`src/rtl/regfile_write_arbiter_if.sv`:
```
`default_nettype none
// ============================================================================
//  Module   : regfile_write_arbiter_if
//  Purpose  : Bundle of writeback, long-latency, query and register-file
//             write-port signals around regfile_write_arbiter.
//  Revision : 1.0  initial release
// ============================================================================
interface regfile_write_arbiter_if #(
    parameter int DEPTH = 4,
    parameter int DW    = 32,
    parameter int AW    = 5
) ();
    localparam int c_CW = $clog2(DEPTH + 1);

    logic            pipe_we;
    logic [AW-1:0]   pipe_rd;
    logic [DW-1:0]   pipe_data;
    logic            lu_valid;
    logic            lu_ready;
    logic [AW-1:0]   lu_rd;
    logic [DW-1:0]   lu_data;
    logic [AW-1:0]   q_reg;
    logic            q_pending;
    logic [c_CW-1:0] fifo_count;
    logic            RegWrite;
    logic [AW-1:0]   R_W;
    logic [DW-1:0]   W;

    modport master (
        input  pipe_we, pipe_rd, pipe_data, lu_valid, lu_rd, lu_data, q_reg,
        output lu_ready, q_pending, fifo_count, RegWrite, R_W, W
    );

    modport slave (
        output pipe_we, pipe_rd, pipe_data, lu_valid, lu_rd, lu_data, q_reg,
        input  lu_ready, q_pending, fifo_count, RegWrite, R_W, W
    );
endinterface
`default_nettype wire

```
`src/rtl/regfile_write_arbiter.sv`:
```
`default_nettype none
// ============================================================================
//  Module   : regfile_write_arbiter
//  Purpose  : Merges pipeline writeback with FIFO-buffered long-latency
//             results onto the single register-file write port.
//  Revision : 1.0  initial release
// ============================================================================
module regfile_write_arbiter #(
    parameter int DEPTH = 4,
    parameter int DW    = 32,
    parameter int AW    = 5
) (
    input  wire logic              CLK,
    input  wire logic              Reset,
    regfile_write_arbiter_if.master bus
);
    localparam int c_PW = $clog2(DEPTH);
    localparam int c_CW = $clog2(DEPTH + 1);

    logic            r_live [DEPTH];
    logic [AW-1:0]   r_rd   [DEPTH];
    logic [DW-1:0]   r_data [DEPTH];
    logic [c_PW-1:0] r_wptr;
    logic [c_PW-1:0] r_rptr;
    logic [c_CW-1:0] r_count;
    logic            r_we;
    logic [AW-1:0]   r_rw;
    logic [DW-1:0]   r_w;

    logic w_full;
    logic w_empty;
    logic w_ready;
    logic w_push;
    logic w_pipe_wr;
    logic w_pop;
    logic w_pend;

    assign w_full    = (r_count == c_CW'(DEPTH));
    assign w_empty   = (r_count == '0);
    assign w_ready   = !w_full && !Reset;
    // Offers to r0 are accepted so the unit can retire, but never stored.
    assign w_push    = bus.lu_valid && w_ready && (bus.lu_rd != '0);
    assign w_pipe_wr = bus.pipe_we && (bus.pipe_rd != '0);
    assign w_pop     = !w_pipe_wr && !w_empty;

    // Live bits are cleared on pop, so a set live bit always marks a stored entry.
    always_comb begin
        w_pend = 1'b0;
        for (int i = 0; i < DEPTH; i++) begin
            if (r_live[i] && (r_rd[i] == bus.q_reg)) w_pend = 1'b1;
        end
        if (bus.q_reg == '0) w_pend = 1'b0;
    end

    always_ff @(posedge CLK) begin
        for (int i = 0; i < DEPTH; i++) begin
            if (w_push && (r_wptr == i[c_PW-1:0])) begin
                r_rd[i]   <= bus.lu_rd;
                r_data[i] <= bus.lu_data;
            end
        end
    end

    always_ff @(posedge CLK) begin
        if (Reset) begin
            r_wptr  <= '0;
            r_rptr  <= '0;
            r_count <= '0;
            r_we    <= 1'b0;
            r_rw    <= '0;
            r_w     <= '0;
            for (int i = 0; i < DEPTH; i++) r_live[i] <= 1'b0;
        end else begin
            // The push assignment comes last: a same-edge push is younger than the kill.
            for (int i = 0; i < DEPTH; i++) begin
                if (w_pop && (r_rptr == i[c_PW-1:0])) r_live[i] <= 1'b0;
                if (w_pipe_wr && (r_rd[i] == bus.pipe_rd)) r_live[i] <= 1'b0;
                if (w_push && (r_wptr == i[c_PW-1:0])) r_live[i] <= 1'b1;
            end

            if (w_push) r_wptr <= r_wptr + 1'b1;
            if (w_pop)  r_rptr <= r_rptr + 1'b1;
            r_count <= r_count + c_CW'(w_push) - c_CW'(w_pop);

            if (w_pipe_wr) begin
                r_we <= 1'b1;
                r_rw <= bus.pipe_rd;
                r_w  <= bus.pipe_data;
            end else if (!w_empty && r_live[r_rptr]) begin
                r_we <= 1'b1;
                r_rw <= r_rd[r_rptr];
                r_w  <= r_data[r_rptr];
            end else begin
                r_we <= 1'b0;
            end
        end
    end

    assign bus.lu_ready   = w_ready;
    assign bus.q_pending  = w_pend;
    assign bus.fifo_count = r_count;
    assign bus.RegWrite   = r_we;
    assign bus.R_W        = r_rw;
    assign bus.W          = r_w;
endmodule
`default_nettype wire

```
`src/flat_wrapper.sv`:
```
// flat-port wrapper written by rule: the top's interface ports become plain ports
module regfile_write_arbiter_flat 
#(
    parameter int DEPTH = 4,
    parameter int DW    = 32,
    parameter int AW    = 5
)
  (CLK, Reset, bus_pipe_we, bus_pipe_rd, bus_pipe_data, bus_lu_valid, bus_lu_rd, bus_lu_data, bus_q_reg, bus_lu_ready, bus_q_pending, bus_fifo_count, bus_RegWrite, bus_R_W, bus_W);
  regfile_write_arbiter_if #(.DEPTH(DEPTH), .DW(DW), .AW(AW)) bus_i ();
  input  wire logic CLK;
  input  wire logic Reset;
  input wire logic [$bits(bus_i.pipe_we)-1:0] bus_pipe_we;
  input wire logic [$bits(bus_i.pipe_rd)-1:0] bus_pipe_rd;
  input wire logic [$bits(bus_i.pipe_data)-1:0] bus_pipe_data;
  input wire logic [$bits(bus_i.lu_valid)-1:0] bus_lu_valid;
  input wire logic [$bits(bus_i.lu_rd)-1:0] bus_lu_rd;
  input wire logic [$bits(bus_i.lu_data)-1:0] bus_lu_data;
  input wire logic [$bits(bus_i.q_reg)-1:0] bus_q_reg;
  output wire logic [$bits(bus_i.lu_ready)-1:0] bus_lu_ready;
  output wire logic [$bits(bus_i.q_pending)-1:0] bus_q_pending;
  output wire logic [$bits(bus_i.fifo_count)-1:0] bus_fifo_count;
  output wire logic [$bits(bus_i.RegWrite)-1:0] bus_RegWrite;
  output wire logic [$bits(bus_i.R_W)-1:0] bus_R_W;
  output wire logic [$bits(bus_i.W)-1:0] bus_W;
  assign bus_i.pipe_we = bus_pipe_we;
  assign bus_i.pipe_rd = bus_pipe_rd;
  assign bus_i.pipe_data = bus_pipe_data;
  assign bus_i.lu_valid = bus_lu_valid;
  assign bus_i.lu_rd = bus_lu_rd;
  assign bus_i.lu_data = bus_lu_data;
  assign bus_i.q_reg = bus_q_reg;
  assign bus_lu_ready = bus_i.lu_ready;
  assign bus_q_pending = bus_i.q_pending;
  assign bus_fifo_count = bus_i.fifo_count;
  assign bus_RegWrite = bus_i.RegWrite;
  assign bus_R_W = bus_i.R_W;
  assign bus_W = bus_i.W;
  regfile_write_arbiter #(.DEPTH(DEPTH), .DW(DW), .AW(AW)) u_core (.CLK(CLK), .Reset(Reset), .bus(bus_i));
endmodule
```
`config.mk`:
```
export PLATFORM = sky130hd
export DESIGN_NAME = regfile_write_arbiter_flat
export DESIGN_NICKNAME = d
export VERILOG_FILES = /design/src/rtl/regfile_write_arbiter_if.sv /design/src/rtl/regfile_write_arbiter.sv /design/src/flat_wrapper.sv
export SDC_FILE = /design/constraint.sdc
export NUM_CORES = 1
export LEC_CHECK = 0
export ABC_AREA = 1
export ABC_CLOCK_PERIOD_IN_PS = 4600
export CORE_MARGIN = 5
export CORE_UTILIZATION = 65
export CTS_CLUSTER_SIZE = 12
export DETAILED_ROUTE_END_ITERATION = 8
export DONT_BUFFER_PORTS = 1
export GPL_TIMING_DRIVEN = 1
export PLACE_DENSITY_LB_ADDON = 0.08
export SLEW_MARGIN = 20
export SYNTH_ARGS = -nofsm -noshare
export SYNTH_HDL_FRONTEND = slang
export SYNTH_SLANG_ARGS = --single-unit
```
`constraint.sdc`:
```
create_clock -name CLK -period 4.6 [get_ports CLK]
set_input_delay 0.69 -clock CLK [delete_from_list [all_inputs] [get_ports CLK]]
set_output_delay 0.69 -clock CLK [all_outputs]
set_load 0.02 [all_outputs]
```
==> results of run 1 <==
## final cells by class
cell class | count | area, µm²
clock inverters | 13 | 129
multi-input cells | 723 | 3080
clock buffers | 19 | 443
well taps | 180 | 225
repair buffers | 8 | 60.1
inverters | 113 | 425
flip-flops and latches | 199 | 5510
fillers | 1047 | 4110
## through the flow
stage | worst slack, ps | total power, mW
3_5_place_dp | 1740 | 3.60
2_1_floorplan | 2050 | 3.39
5_1_grt | 1540 | 5.32
3_3_place_gp | 1810 | 3.57
6_report | 1800 | 5.02
4_1_cts | 1850 | 5.03
## path summary, 6_finish.rpt
| check | startpoint | endpoint | slack [ps] | cells past startpoint |
|---|---|---|---|---|
| worst max register to register | flip-flop | u_core.bus.W[15] | 1800 | 8 |
| worst min-delay path | Reset | u_core.bus.fifo_count[1] | 320 | 1 |
| worst max-delay path | flip-flop | u_core.bus.W[15] | 1800 | 8 |
| worst min register to register | u_core.r_wptr[1] | u_core.r_wptr[1] | 520 | 2 |
## kinds of logic after synthesis
family	after synthesis	share of synthesized area
adders and majority gates	10	0.0142
AOI/OAI and AO/OA	58	0.0316
and+or+nand+nor	638	0.269
buffers and inverters	161	0.0782
xor gates and xnor gates	17	0.0160
DFF	199	0.591
## placed cells by master (no fill, tap or decap)
cell and n:
inv_2 3, a21oi_1 11, nor3_1 2, clkinv_2 4, xnor2_1 10, o21ai_1 27, clkbuf_16 17, clkbuf_1 1
inv_6 1, o21ai_0 19, nand3_4 1, nand4_1 9, xor2_1 7, nor2_4 2, fa_1 1, buf_4 8
edfxtp_1 152, bufinv_16 2, dfxtp_1 46, clkinvlp_4 5, nand2_2 1, a21oi_2 1, clkbuf_8 1, inv_1 104
nor2_1 227, dfxtp_4 1, ha_1 9, clkinv_1 7, nand3_2 1, nand2_4 2, nand2_1 365, nand3_1 28
## per-layer routing
layer	up-vias	global-route usage	part of all wire
li1	3330	-	-
met3	35	0.0725	0.086
met5	-	0	0
met2	252	0.407	0.48
met4	0	0.0935	0.021
met1	3012	0.310	0.41
## cell usage after synthesis
| library cell | instances | area, µm² |
|---|---|---|
| a21oi_1 | 11 | 55.1 |
| a21oi_2 | 1 | 8.76 |
| buf_2 | 23 | 115 |
| buf_4 | 13 | 97.6 |
| buf_6 | 6 | 67.6 |
| clkbuf_1 | 6 | 22.5 |
| clkinv_1 | 1 | 3.75 |
| clkinv_2 | 1 | 5.00 |
| dfxtp_1 | 47 | 941 |
| edfxtp_1 | 152 | 4560 |
| fa_1 | 1 | 20.0 |
| ha_1 | 9 | 113 |
| inv_1 | 108 | 405 |
| inv_2 | 3 | 11.3 |
| nand2_1 | 365 | 1370 |
| nand2_2 | 1 | 6.26 |
| nand2_4 | 2 | 22.5 |
| nand3_1 | 28 | 140 |
| nand3_2 | 1 | 10.0 |
| nand3_4 | 1 | 17.5 |
| nand4_1 | 9 | 56.3 |
| nor2_1 | 227 | 852 |
| nor2_4 | 2 | 22.5 |
| nor3_1 | 2 | 10.0 |
| o21ai_0 | 19 | 95.1 |
| o21ai_1 | 27 | 135 |
| xnor2_1 | 10 | 87.6 |
| xor2_1 | 7 | 61.3 |
## power groups by stage
stage / Combinational, mW / Sequential, mW / Clock (mW)
after floorplan: 1.01 / 2.38 / 0
after global placement: 1.10 / 2.47 / 0
after detailed placement: 1.12 / 2.47 / 0
after CTS: 1.13 / 2.44 / 1.45
after global routing: 1.31 / 2.46 / 1.54
final: 1.14 / 2.43 / 1.45
## registers in the layout, summed over array words and instances, names as in the netlist, named ones only
register / count
u_core.r_live: 4
u_core.bus.fifo_count: 3
u_core.bus.R_W: 5
u_core.bus.RegWrite: 1
u_core.r_data: 128
u_core.r_rd: 20
u_core.r_wptr: 2
u_core.bus.W: 32
u_core.r_rptr: 2
## worst max-delay path, cell delays in order (launching register included)
cell and delay, ps:
dfxtp_1 450, buf_4 440, inv_1 110, nand3_1 110, nand3_2 120, nand2_4 430
clkinv_2 650, nor2_1 280, nor2_1 70
==> run summary, run 1 <==
Layout Utilization = 0.706
Root Buffer = clkbuf_16
final period utilization = 0.609
CP Data Required Time = 4910 ps
H-tree depth = 4
GR Util All Layers = 0.246
combinational share of power = 0.226
std cell rows = 43
post-route insts no fill = 1255
TritonCTS Buffers = 17
die height = 130 µm
hold slack final = 319 ps
synthesized netlist cell count = 1083
Clock transition at path regs = 70 ps
crit-path max FO = 38
Slew Limit Fails = 0
Clock Power Share = 0.288
crit path time final = 2800 ps
post-DR vias/cell = 5.28
register area share after synthesis = 0.591
kind of critical path = flip-flop to flip-flop
detailed-route via count = 6629
Final Hold Viols = 0
Seq pwr share = 0.485
grt total ovfl = 0
drt wl/cell = 16.0 µm
Arr. time, crit path = 3110 ps
number of iterations in the first detailed-routing pass = 5
setup bufs post-CTS = 0
PortBufs = 0
Post-DRT Antenna Nets = 0
YS warnings = 0
Worst Hold Class = input port to flip-flop
hold_buf cts = 0
initial antenna violation count = 0
Synth Cell Area = 9320 µm²
dpl hpwl = 12700 µm
Die Wd = 130 µm
worst-margin pin slew = 919 ps
Leak = 4.31 nW
layout cells sized above 1 = 0.0465
NetSw = 1.71 mW
max cap viols = 0
worst relative slew slack = 0.384
cts repair resizes = 0
number of antenna repair diodes = 0
largest net degree at the start of global routing = 75
Power Density = 508 nW/µm²
Clock Latency Late Sink = 430 ps
dpl cells = 1223
# DRC = 0
area grow syn2layout = 5.99%
Starting Density = 0.666
Clock Sinks = 199
die area = 16800 µm²
Synth Register Bits = 199
number of global-route vias before repair = 6282
synthesized area per cell = 8.60 µm²
crit path launch type = flip-flop
core area = 14000 µm²
# IOs = 126
Post-Route WL = 20000 µm
CTS tree = built
gp weighted congestion = 0.896
Worst setup EP type = flip-flop
switching share of power = 0.340
synth unique cells = 28
status = completed
nets = 1155
placed instance area = 9300 µm²
Final Instance Area = 9870 µm²
Final Skew = 11.5 ps
syn nets = 1176
Achievable Freq = 357 MHz
setup TNS = 0 ps
Worst VDD drop = 0.000320 V
maximum clock insertion buffer count = 2
DRT iter0 DRCs = 485
final setup vio count = 0
RSZ-0062 raised after global routing = no
first-pass GRT wire length = 31700 µm
Int Power = 3.31 mW
No activity file was read; power rests on OpenSTA's default activity.
==> inputs of run 2 (changes only) <==
--- a/config.mk
+++ b/config.mk
@@ -6,9 +6,9 @@
 export NUM_CORES = 1
 export LEC_CHECK = 0
 export ABC_AREA = 1
-export ABC_CLOCK_PERIOD_IN_PS = 4600
+export ABC_CLOCK_PERIOD_IN_PS = 2800
 export CORE_MARGIN = 5
-export CORE_UTILIZATION = 65
+export CORE_UTILIZATION = 64
 export CTS_CLUSTER_SIZE = 12
 export DETAILED_ROUTE_END_ITERATION = 8
 export DONT_BUFFER_PORTS = 1
==> constraint.sdc (replaced) <==
create_clock -name CLK -period 2.8 [get_ports CLK]
set_input_delay 0.42 -clock CLK [delete_from_list [all_inputs] [get_ports CLK]]
set_output_delay 0.42 -clock CLK [all_outputs]
set_load 0.02 [all_outputs]
==> run 2 against run 1 <==
Compared with the run above: global-route usage decreased by 0.63 points; fmax increased by 25%; critical path depth increased by 2; sequential share of layout area decreased by 0.79 points; combinational power increased by 74%; highest routed layer unchanged; via count decreased by 1.5%; sequential cell count unchanged.
==> run summary, run 2 (same netlist as run 1, synthesis figures left out) <==
die height = 131 µm (+0.72%)
Starting Density = 0.646 (-0.0201)
post-DR vias/cell = 5.16 (-2.3%)
Post-DRT Antenna Nets = 0 (unchanged)
initial antenna violation count = 0 (unchanged)
placed instance area = 9390 µm² (+0.94%)
Arr. time, crit path = 2570 ps (-540 ps)
largest net degree at the start of global routing = 139 (+85%)
NetSw = 2.81 mW (+65%)
worst-path cell chain = nor2_1 -> a21oi_2 -> nand3_1 -> clkinv_1 -> ha_1 -> inv_1 -> fa_1 -> xnor2_1 -> o21ai_0 -> a21oi_1
grt total ovfl = 0 (unchanged)
crit path launch type = flip-flop
crit-path max FO = 6 (-84%)
setup bufs post-CTS = 0 (unchanged)
RSZ-0062 raised after global routing = no
Slew Limit Fails = 0 (unchanged)
Clock transition at path regs = 70 ps (about the same)
Clock Sinks = 199 (unchanged)
TritonCTS Buffers = 17 (unchanged)
nets = 1161 (+0.52%)
switching share of power = 0.332 (-0.00765)
drt wl/cell = 15.6 µm (-2.5%)
combinational share of power = 0.234 (+0.008)
crit path time final = 2250 ps (-554 ps)
die area = 17100 µm² (+1.4%)
worst relative slew slack = 0.523 (+0.139)
number of flip-flops in the largest register = 128 (unchanged)
hold_buf cts = 0 (unchanged)
Worst Hold Endpoint = u_core.bus.fifo_count[1]
status = completed
setup TNS = 0 ps (unchanged)
CP peak stage delay = 530 ps (-120 ps)
Reg with most FFs = u_core.r_data
Final Instance Area = 10000 µm² (+1.4%)
std cell rows = 44 (+2.3%)
most common cell after layout, fill and taps aside = nand2_1
area grow syn2layout = 7.52%
Final Hold Viols = 0 (unchanged)
Achievable Freq = 445 MHz (+25%)
final period utilization = 0.803 (+0.194)
Seq pwr share = 0.463 (-0.022)
# IOs = 126 (unchanged)
Power Density = 844 nW/µm² (+66%)
Root Buffer = clkbuf_16
worst slack, placed = 553 ps (-1190 ps)
FF-to-FF End = u_core.bus.fifo_count[2]
Final Skew = 12.6 ps (+1.12 ps)
maximum clock insertion buffer count = 2 (unchanged)
Setup WS post-layout = 551 ps (-1250 ps)
number of antenna repair diodes = 0 (unchanged)
hold wc startpoint = Reset
Clock Power Share = 0.302 (+0.014)
number of global-route vias before repair = 6191 (-1.4%)
Clock Latency Late Sink = 430 ps (about the same)
detailed-route via count = 6531 (-1.5%)
Worst setup EP type = flip-flop
H-tree depth = 4 (unchanged)
# DRC = 0 (unchanged)
core area = 14400 µm² (+3.1%)
total power = 8.46 mW (+69%)
worst reg2reg path depth = 10 (+2)
PortBufs = 0 (unchanged)
layout cells sized above 1 = 0.0518 (+0.00529)
most frequent cells in the layout = nand2_1 (365), nor2_1 (227), edfxtp_1 (152), inv_1 (106), dfxtp_1 (46)
setup slack, reg-to-reg = 550 ps (-1250 ps)
Int Power = 5.65 mW (+71%)
dpl hpwl = 12700 µm (-0.53%)
CP Data Required Time = 3120 ps (-1790 ps)
gp weighted congestion = 0.936 (+4.5%)
hold depth = 1 (unchanged)
Slowest-stage cell, CP = dfxtp_1
CTS tree = built
cts repair resizes = 0 (unchanged)
Worst VDD drop = 0.000751 V (+130%)
Worst Hold Class = input port to flip-flop
GR Util All Layers = 0.240 (-0.00632)
first-pass GRT wire length = 31000 µm (-2.4%)
worst-margin pin slew = 715 ps (-204 ps)
hold slack final = 48.7 ps (-270 ps)
final setup vio count = 0 (unchanged)
Leak = 4.39 nW (+2.0%)
DRT iter0 DRCs = 374 (-23%)
Die Wd = 131 µm (+0.72%)
number of iterations in the first detailed-routing pass = 5 (unchanged)
max cap viols = 0 (unchanged)
Post-Route WL = 19700 µm (-1.7%)
kind of critical path = flip-flop to flip-flop
FF-to-FF Start = u_core.bus.fifo_count[1]
## run 2: cell count changes in the layout (fill, tap and decap cells not counted), sizes merged
| cell | delta |
|---|---|
| clkinv | -2 |
| clkbuf | -1 |
| buf | +6 |
| clkinvlp | -3 |
| bufinv | +2 |
| inv | +4 |
## run 2: cell type report
cell class | count | area [µm²]
clock buffers | 18 | 429
fillers | 1153 | 4410
inverters | 113 | 425
flip-flops and latches | 199 | 5510
clock inverters | 14 | 198
well taps | 184 | 230
multi-input cells | 723 | 3080
repair buffers | 14 | 143
## run 2: worst max-delay path by stage
| stage | startpoint | slack [ps] | depth (start not counted) | to |
|---|---|---|---|---|
| after floorplan | u_core.bus.fifo_count[1] | 470 | 4 | u_core.r_data[0][0] |
| after global placement | bus_pipe_rd[4] | 590 | 11 | u_core.bus.fifo_count[2] |
| after detailed placement | u_core.bus.fifo_count[1] | 550 | 10 | u_core.bus.fifo_count[2] |
| after CTS | u_core.bus.fifo_count[1] | 550 | 10 | u_core.bus.fifo_count[2] |
| after global routing | u_core.bus.fifo_count[1] | 390 | 10 | u_core.bus.fifo_count[2] |
| final | u_core.bus.fifo_count[1] | 550 | 10 | u_core.bus.fifo_count[2] |
## run 2: worst max-delay path, delay by kind of cell (launching register included)
family          cells  cell delay (ps)
flops               1              530
compound gates      3              500
fa+ha+maj           2              510
buf+inv             2              150
simple gates        2              300
xor+xnor            1              150
## run 2: per-stage QoR
stage,util,instances
after floorplan,-,1083
final,0.694,1265
after global routing,0.694,1265
after global placement,0.651,1233
after CTS,0.694,1265
after detailed placement,0.651,1233
## run 2: power groups by stage
stage / Sequential [mW] / Combinational [mW] / Clock [mW]
global placement: 3.99 / 1.93 / 0
global route: 3.96 / 2.28 / 2.72
floorplan: 3.91 / 1.67 / 0
finish: 3.92 / 1.98 / 2.56
detailed placement: 3.99 / 1.97 / 0
CTS: 3.92 / 1.99 / 2.59
## run 2: routing by layer
layer / part of all wire / track usage
met1: 0.42 / 0.306
met2: 0.48 / 0.392
met3: 0.069 / 0.0663
met4: 0.029 / 0.0974
met5: 0 / 0
